==> src/rtl/led_scan_driver.sv <==
// led_scan_driver: serial-loaded, double-buffered, PWM-dimmed LED digit scanner.
// Serial inputs are synchronised into osc_clk. Frame data swaps in only at a
// frame boundary, and brightness swaps in only at a PWM counter wrap.
// Optional feature macro: LEDSCAN_DEADTIME_EN (blank the first DEAD_CYC cycles of each scan step).
module led_scan_driver #(
    parameter int NUM_DIGITS = 4,
    parameter int SEG_N      = 7,
    parameter int LED_N      = 7,
    parameter int PWM_W      = 12,
    parameter int SCAN_DIV   = 4,
    parameter int DEAD_CYC   = 1,
    localparam int REC_W     = 2*SEG_N + LED_N,
    localparam int SHIFT_W   = NUM_DIGITS*REC_W
) (
    input  logic               osc_clk,
    input  logic               rst_n,
    input  logic               ser_clk,
    input  logic               ser_data,
    input  logic               ser_latch,
    input  logic               ser_pwm,
    output logic [SHIFT_W-1:0] digit_out,
    output logic               heartbeat
);

    localparam int DIV_W = (SCAN_DIV > 1) ? $clog2(SCAN_DIV) : 1;
    localparam logic [DIV_W-1:0] DIV_LAST = DIV_W'(SCAN_DIV - 1);

    if (SCAN_DIV < 1 || DEAD_CYC >= SCAN_DIV) begin : g_param_check
        $error("led_scan_driver: need SCAN_DIV >= 1 and DEAD_CYC < SCAN_DIV");
    end

    // synchroniser bit order: {pwm, latch, clk, data}; edge history only for the strobes
    logic [3:0]         sync1_q, sync1_d, sync2_q, sync2_d;
    logic [2:0]         hist_q, hist_d;
    logic [SHIFT_W-1:0] shift_q, shift_d, pending_q, pending_d, active_q, active_d;
    logic               pend_v_q, pend_v_d;
    logic [PWM_W-1:0]   bright_q, bright_d, bright_pend_q, bright_pend_d, cnt_q, cnt_d;
    logic [DIV_W-1:0]   div_q, div_d;
    logic [SEG_N-1:0]   seg_q, seg_d;
    logic [LED_N-1:0]   led_q, led_d;
    logic [SHIFT_W-1:0] digit_out_q, digit_out_d;
    logic               heartbeat_q, heartbeat_d;

    logic               clk_rise, latch_rise, pwm_rise;
    logic               step_end, frame_end, cnt_wrap, oe, blank;
    logic [REC_W-1:0]   rec;

    // next-state: sync/edge detect, serial buffers, PWM, scan strobes, output mask
    always_comb begin
        sync1_d       = {ser_pwm, ser_latch, ser_clk, ser_data};
        sync2_d       = sync1_q;
        hist_d        = sync2_q[3:1];
        {pwm_rise, latch_rise, clk_rise} = sync2_q[3:1] & ~hist_q;

        step_end      = (div_q == DIV_LAST);
        frame_end     = step_end & seg_q[SEG_N-1] & led_q[LED_N-1];
        cnt_wrap      = &cnt_q;
        oe            = (cnt_q < bright_q);
`ifdef LEDSCAN_DEADTIME_EN
        blank         = (div_q < DIV_W'(DEAD_CYC));
`else
        blank         = 1'b0;
`endif

        shift_d       = shift_q;
        pending_d     = pending_q;
        pend_v_d      = pend_v_q;
        active_d      = active_q;
        bright_pend_d = bright_pend_q;
        bright_d      = bright_q;

        // Boundary consumes the old pending first; a coincident latch then re-arms it.
        if (frame_end && pend_v_q) begin
            active_d = pending_q;
            pend_v_d = 1'b0;
        end
        if (latch_rise) begin
            pending_d = shift_q;
            pend_v_d  = 1'b1;
        end
        if (cnt_wrap) begin
            bright_d = bright_pend_q;
        end
        if (pwm_rise) begin
            bright_pend_d = shift_q[PWM_W-1:0];
        end
        if (clk_rise) begin
            shift_d = {shift_q[SHIFT_W-2:0], sync2_q[0]};
        end

        cnt_d = cnt_q + PWM_W'(1);
        div_d = step_end ? '0 : div_q + DIV_W'(1);
        led_d = led_q;
        seg_d = seg_q;
        if (step_end) begin
            led_d = (led_q << 1) | (led_q >> (LED_N-1));
            if (led_q[LED_N-1]) begin
                seg_d = (seg_q << 1) | (seg_q >> (SEG_N-1));
            end
        end

        rec         = '0;
        digit_out_d = '0;
        if (oe && !blank) begin
            for (int unsigned d = 0; d < NUM_DIGITS; d++) begin
                rec = active_q[d*REC_W +: REC_W];
                digit_out_d[d*REC_W +: REC_W] = {rec[REC_W-1 -: SEG_N] & seg_q,
                                                 rec[SEG_N+LED_N-1 -: SEG_N] & seg_q,
                                                 rec[LED_N-1:0] & led_q};
            end
        end
        heartbeat_d = oe;
    end

    // state register with synchronous active-low reset
    always_ff @(posedge osc_clk) begin
        if (!rst_n) begin
            sync1_q       <= '0;
            sync2_q       <= '0;
            hist_q        <= '0;
            shift_q       <= '0;
            pending_q     <= '0;
            pend_v_q      <= 1'b0;
            active_q      <= '0;
            bright_pend_q <= '0;
            bright_q      <= '0;
            cnt_q         <= '0;
            div_q         <= '0;
            seg_q         <= SEG_N'(1);
            led_q         <= LED_N'(1);
            digit_out_q   <= '0;
            heartbeat_q   <= 1'b0;
        end else begin
            sync1_q       <= sync1_d;
            sync2_q       <= sync2_d;
            hist_q        <= hist_d;
            shift_q       <= shift_d;
            pending_q     <= pending_d;
            pend_v_q      <= pend_v_d;
            active_q      <= active_d;
            bright_pend_q <= bright_pend_d;
            bright_q      <= bright_d;
            cnt_q         <= cnt_d;
            div_q         <= div_d;
            seg_q         <= seg_d;
            led_q         <= led_d;
            digit_out_q   <= digit_out_d;
            heartbeat_q   <= heartbeat_d;
        end
    end

    assign digit_out = digit_out_q;
    assign heartbeat = heartbeat_q;

endmodule

==> config.mk <==
export PLATFORM = sky130hd
export DESIGN_NAME = led_scan_driver
export DESIGN_NICKNAME = d
export VERILOG_FILES = /design/src/rtl/led_scan_driver.sv
export SDC_FILE = /design/constraint.sdc
export NUM_CORES = 1
export LEC_CHECK = 0
export ABC_CLOCK_PERIOD_IN_PS = 1730
export BUFFER_PORTS_ARGS = -buffer_cell sky130_fd_sc_hd__buf_4
export CORE_MARGIN = 4
export CORE_UTILIZATION = 54
export CTS_CLUSTER_SIZE = 14
export DETAILED_ROUTE_END_ITERATION = 10
export MAX_ROUTING_LAYER = met4
export PLACE_DENSITY = 0.79
export SLEW_MARGIN = 20
export SYNTH_ARGS = -nofsm -noshare
export SYNTH_HDL_FRONTEND = slang
export SYNTH_SLANG_ARGS = --single-unit
==> constraint.sdc <==
create_clock -name osc_clk -period 1.73 [get_ports osc_clk]
set_clock_uncertainty 0.2 [all_clocks]
set_input_delay 0.519 -clock osc_clk [delete_from_list [all_inputs] [get_ports osc_clk]]
set_output_delay 0.519 -clock osc_clk [all_outputs]
set_load 0.01 [all_outputs]
==> results.md <==
* Worst Setup EP: digit_out[53]
* Sw frac at 22.3%
* Failing checks: setup timing
* First-pass detailed-route iteration total at 5
* Share of cells above drive strength 1 at 23.7%
* Psw at ~4.3 mW
* I/O Pins at 91
* Fin. Hold Viols at 0
* P&R area growth vs syn at 29.5%
* Netlist Area Pre-Place at 14,400 um^2
* Dpl ws at -0.320 ns
* Die Ht at 172 um
* CTS H-tree depth at 2
* Worst r2r src: bright_q[6]
* Fillers at about 1,700
* EDFF count, synth at 0
* Finish-stage setup viols at roughly 100
* Max-slew violations at 0
* Seq pwr share at approximately half
* CP Launch Type: flop
* Power density over the cells at 1020 nW/um^2
* Cell Area, Placed at ~16,000 um^2
* Final wirelength at 42,600 um
* Largest area contributor in the netlist: dfxtp_1
* Max-cap violations at 0
* Crit path max fanout at 7
* Die width at 172 um
* Non-Filler Instances at about 2,100
* CTS root buf: clkbuf_16
* Outcome: complete, but fails checks
* GRT Residual Overflow at 0
* Post-synth cell types at 39
* Reg2Reg Depth at 8
* Worst R2R End: digit_out[53]
* Diode count at 0
* CP Capture Type: flop
* Clock Latency Late Sink at roughly 0.53 ns
* Synthesis-stage register bit count at 401
* Layout Utilization at between 70% and 80%
* Syn avg cell area at a little under 9 um^2
* Post-synth ARST share at 0%
* CTS Sinks at 401
* Post-route met1 wirelength at ~16,000 um
* Die area at slightly below 30,000 um^2
* Hold buffers post-CTS at 0
* Setup TNS at -29.79 ns
* CTS Buf Count at 39
* Total track usage at around 25%
* Register-to-register setup slack at -0.38 ns
* Total power draw at between 15 and 20 mW
* Nets@finish at approximately 1,800
* Iteration-0 DRC Markers at ~1,200
* Mapped Cells at about 1,700
* Combinational Power Share at under 10%
* Routed via count at roughly 12,000
* RSZ-0062 raised after global routing: yes
* Worst min path class: in -> reg
* Met3 wire length at about 3300 um
* Ys flop type: dfxtp_1
* Yosys warns at 0
* Clock slew at reported path FFs at approximately 0.06 ns
* Commonest non-fill, non-tap cell in the layout: nand2_1
* Hold slack at approximately 0.0033 ns
* Initial core utilization at 55.1%
* DRT antenna net count at 0
* Tmin final at about 2.1 ns
* Most frequent cells in the layout: 639 x nand2_1, 367 x dfxtp_1, 231 x a21boi_0
* Sequential fraction of the synthesis area at 55.6%
* Placed Cells at between 2,000 and 2,500
* Via density at roughly 5.7
* First-pass GRT wire length at between 50,000 and 60,000 um
* Maximum clock frequency at 475 MHz
* Worst-margin pin slew at between 0.5 and 0.6 ns
* Clock power share at 45.2%
* Gpl congestion at around 0.8
* Row Count at 59
* Uppermost layer routed: met4
* Vias in the first global route at 11,127
* Worst setup path start: bright_q[6]
* Final period util at 122%
* Final worst setup slack at -0.375 ns
* Synth area leaders: dfxtp_1 56%, nand2_1 17%, a21boi_0 13%
* CP Data Required Time at just under 2 ns
* Max Buffers Root-to-Sink at 3
* Critical setup path kind: reg -> reg
* Leakage at between 6 and 7 nW
* Total core area at 26,200 um^2
* Max transition margin at between 60% and 70%
* WL per Instance at 19.9 um
* Final HPWL DP at between 20,000 and 25,000 um
* IO buf count at 90
* IR drop worst, VDD at roughly 0.80 mV
* Int Power at ~15 mW
* DR WL met2 at about 20,000 um
* CTS tree: done
* Mapped Nets at between 1,500 and 2,000
* Drt drc at 0
* Pin count of the biggest net entering global routing at 67
* Initial antenna violation count at 0
* Post-Layout Inst Area at ~19,000 um^2
* CP arrival at 2.32 ns
* Synth top area share at a little under three fifths
## flip-flops by register name, indices dropped and copies added, names as in the netlist
| signal | count |
|---|---|
| active_q | 84 |
| bright_q | 12 |
| heartbeat | 1 |
| div_q | 2 |
| pending_q | 84 |
| seg_q | 7 |
| bright_pend_q | 12 |
| cnt_q | 12 |
| pend_v_q | 1 |
| digit_out | 84 |
| led_q | 7 |
| sync2_q | 4 |
| sync1_q | 4 |
| hist_q | 3 |
| shift_q | 84 |
## critical path, cell delays in order (launching register included)
cell	delay, ns
dfxtp_2	0.35
inv_2	0.05
ha_4	0.26
nand4_1	0.20
a2111oi_4	0.35
buf_4	0.21
buf_12	0.16
buf_12	0.17
nor3_2	0.05
## worst min path at each step
| stage | from | to | slack, ns | depth (start not counted) |
|---|---|---|---|---|
| final | ser_latch | sync1_q[2] | 0.003 | 2 |
| after CTS | ser_latch | sync1_q[2] | 0.001 | 2 |
| after floorplan | div_q[0] | div_q[0] | 0.20 | 1 |
| after global placement | div_q[0] | div_q[0] | 0.21 | 1 |
| after detailed placement | div_q[0] | div_q[0] | 0.22 | 1 |
| after global routing | ser_clk | sync1_q[1] | 0.004 | 2 |
## logic make-up after synthesis
| family | count (synthesis) | share of synthesized area [%] |
|---|---|---|
| DFF | 401 | 55.6 |
| buffers and inverters | 134 | 4.22 |
| xor gates and xnor gates | 8 | 0.485 |
| AOI/OAI and AO/OA | 295 | 15.4 |
| and+or+nand+nor | 801 | 22.8 |
| adders and majority gates | 13 | 1.13 |
| muxes | 6 | 0.416 |
## cell usage after synthesis (2+ instances only)
cell / instances
clkbuf_1: 74
buf_1: 10
nor3_1: 85
or3_1: 2
nand2b_1: 4
o21ai_0: 2
a21oi_1: 3
nor2_1: 3
nor3b_1: 2
and3_1: 2
dfxtp_1: 401
nand4_1: 3
a21boi_0: 253
ha_1: 13
xnor2_1: 5
buf_2: 25
nor2b_1: 11
mux2i_1: 6
inv_1: 14
buf_4: 2
and2_1: 21
xor2_1: 3
nand3_1: 5
buf_6: 9
nand2_1: 656
a21boi_1: 31
## cell type report
class                   instances  area, um^2  share of cell area (%)
clock inverters                15         178                   0.950
flip-flops and latches        401        8070                    43.2
well taps                     335         419                    2.24
clock buffers                  53        1110                    5.94
repair buffers                194        2220                    11.8
inverters                      14        52.6                   0.281
multi-input cells            1125        6650                    35.6
## power groups by stage
| stage | clock network (mW) | logic, mW | registers [mW] |
|---|---|---|---|
| after global routing | 9.04 | 1.23 | 9.29 |
| after floorplan | 0 | 0.488 | 9.49 |
| after CTS | 8.62 | 0.953 | 9.29 |
| after detailed placement | 0 | 0.618 | 9.49 |
| final | 8.64 | 1.20 | 9.29 |
| after global placement | 0 | 0.609 | 9.49 |
## per-layer routing
metal	up-vias	GRT usage [%]
met5	-	-
li1	5597	-
met1	5761	31.4
met3	170	3.59
met4	0	9.96
met2	562	40.8
## timing repair
action / CTS / global route
gates resized for setup: 47 / 168
pin swaps: 6 / 51
endpoints found under the setup margin: 105 / 173
buffers inserted: 8 / 13
cloned: 10 / 19
Power figures use the tool's default switching activity.
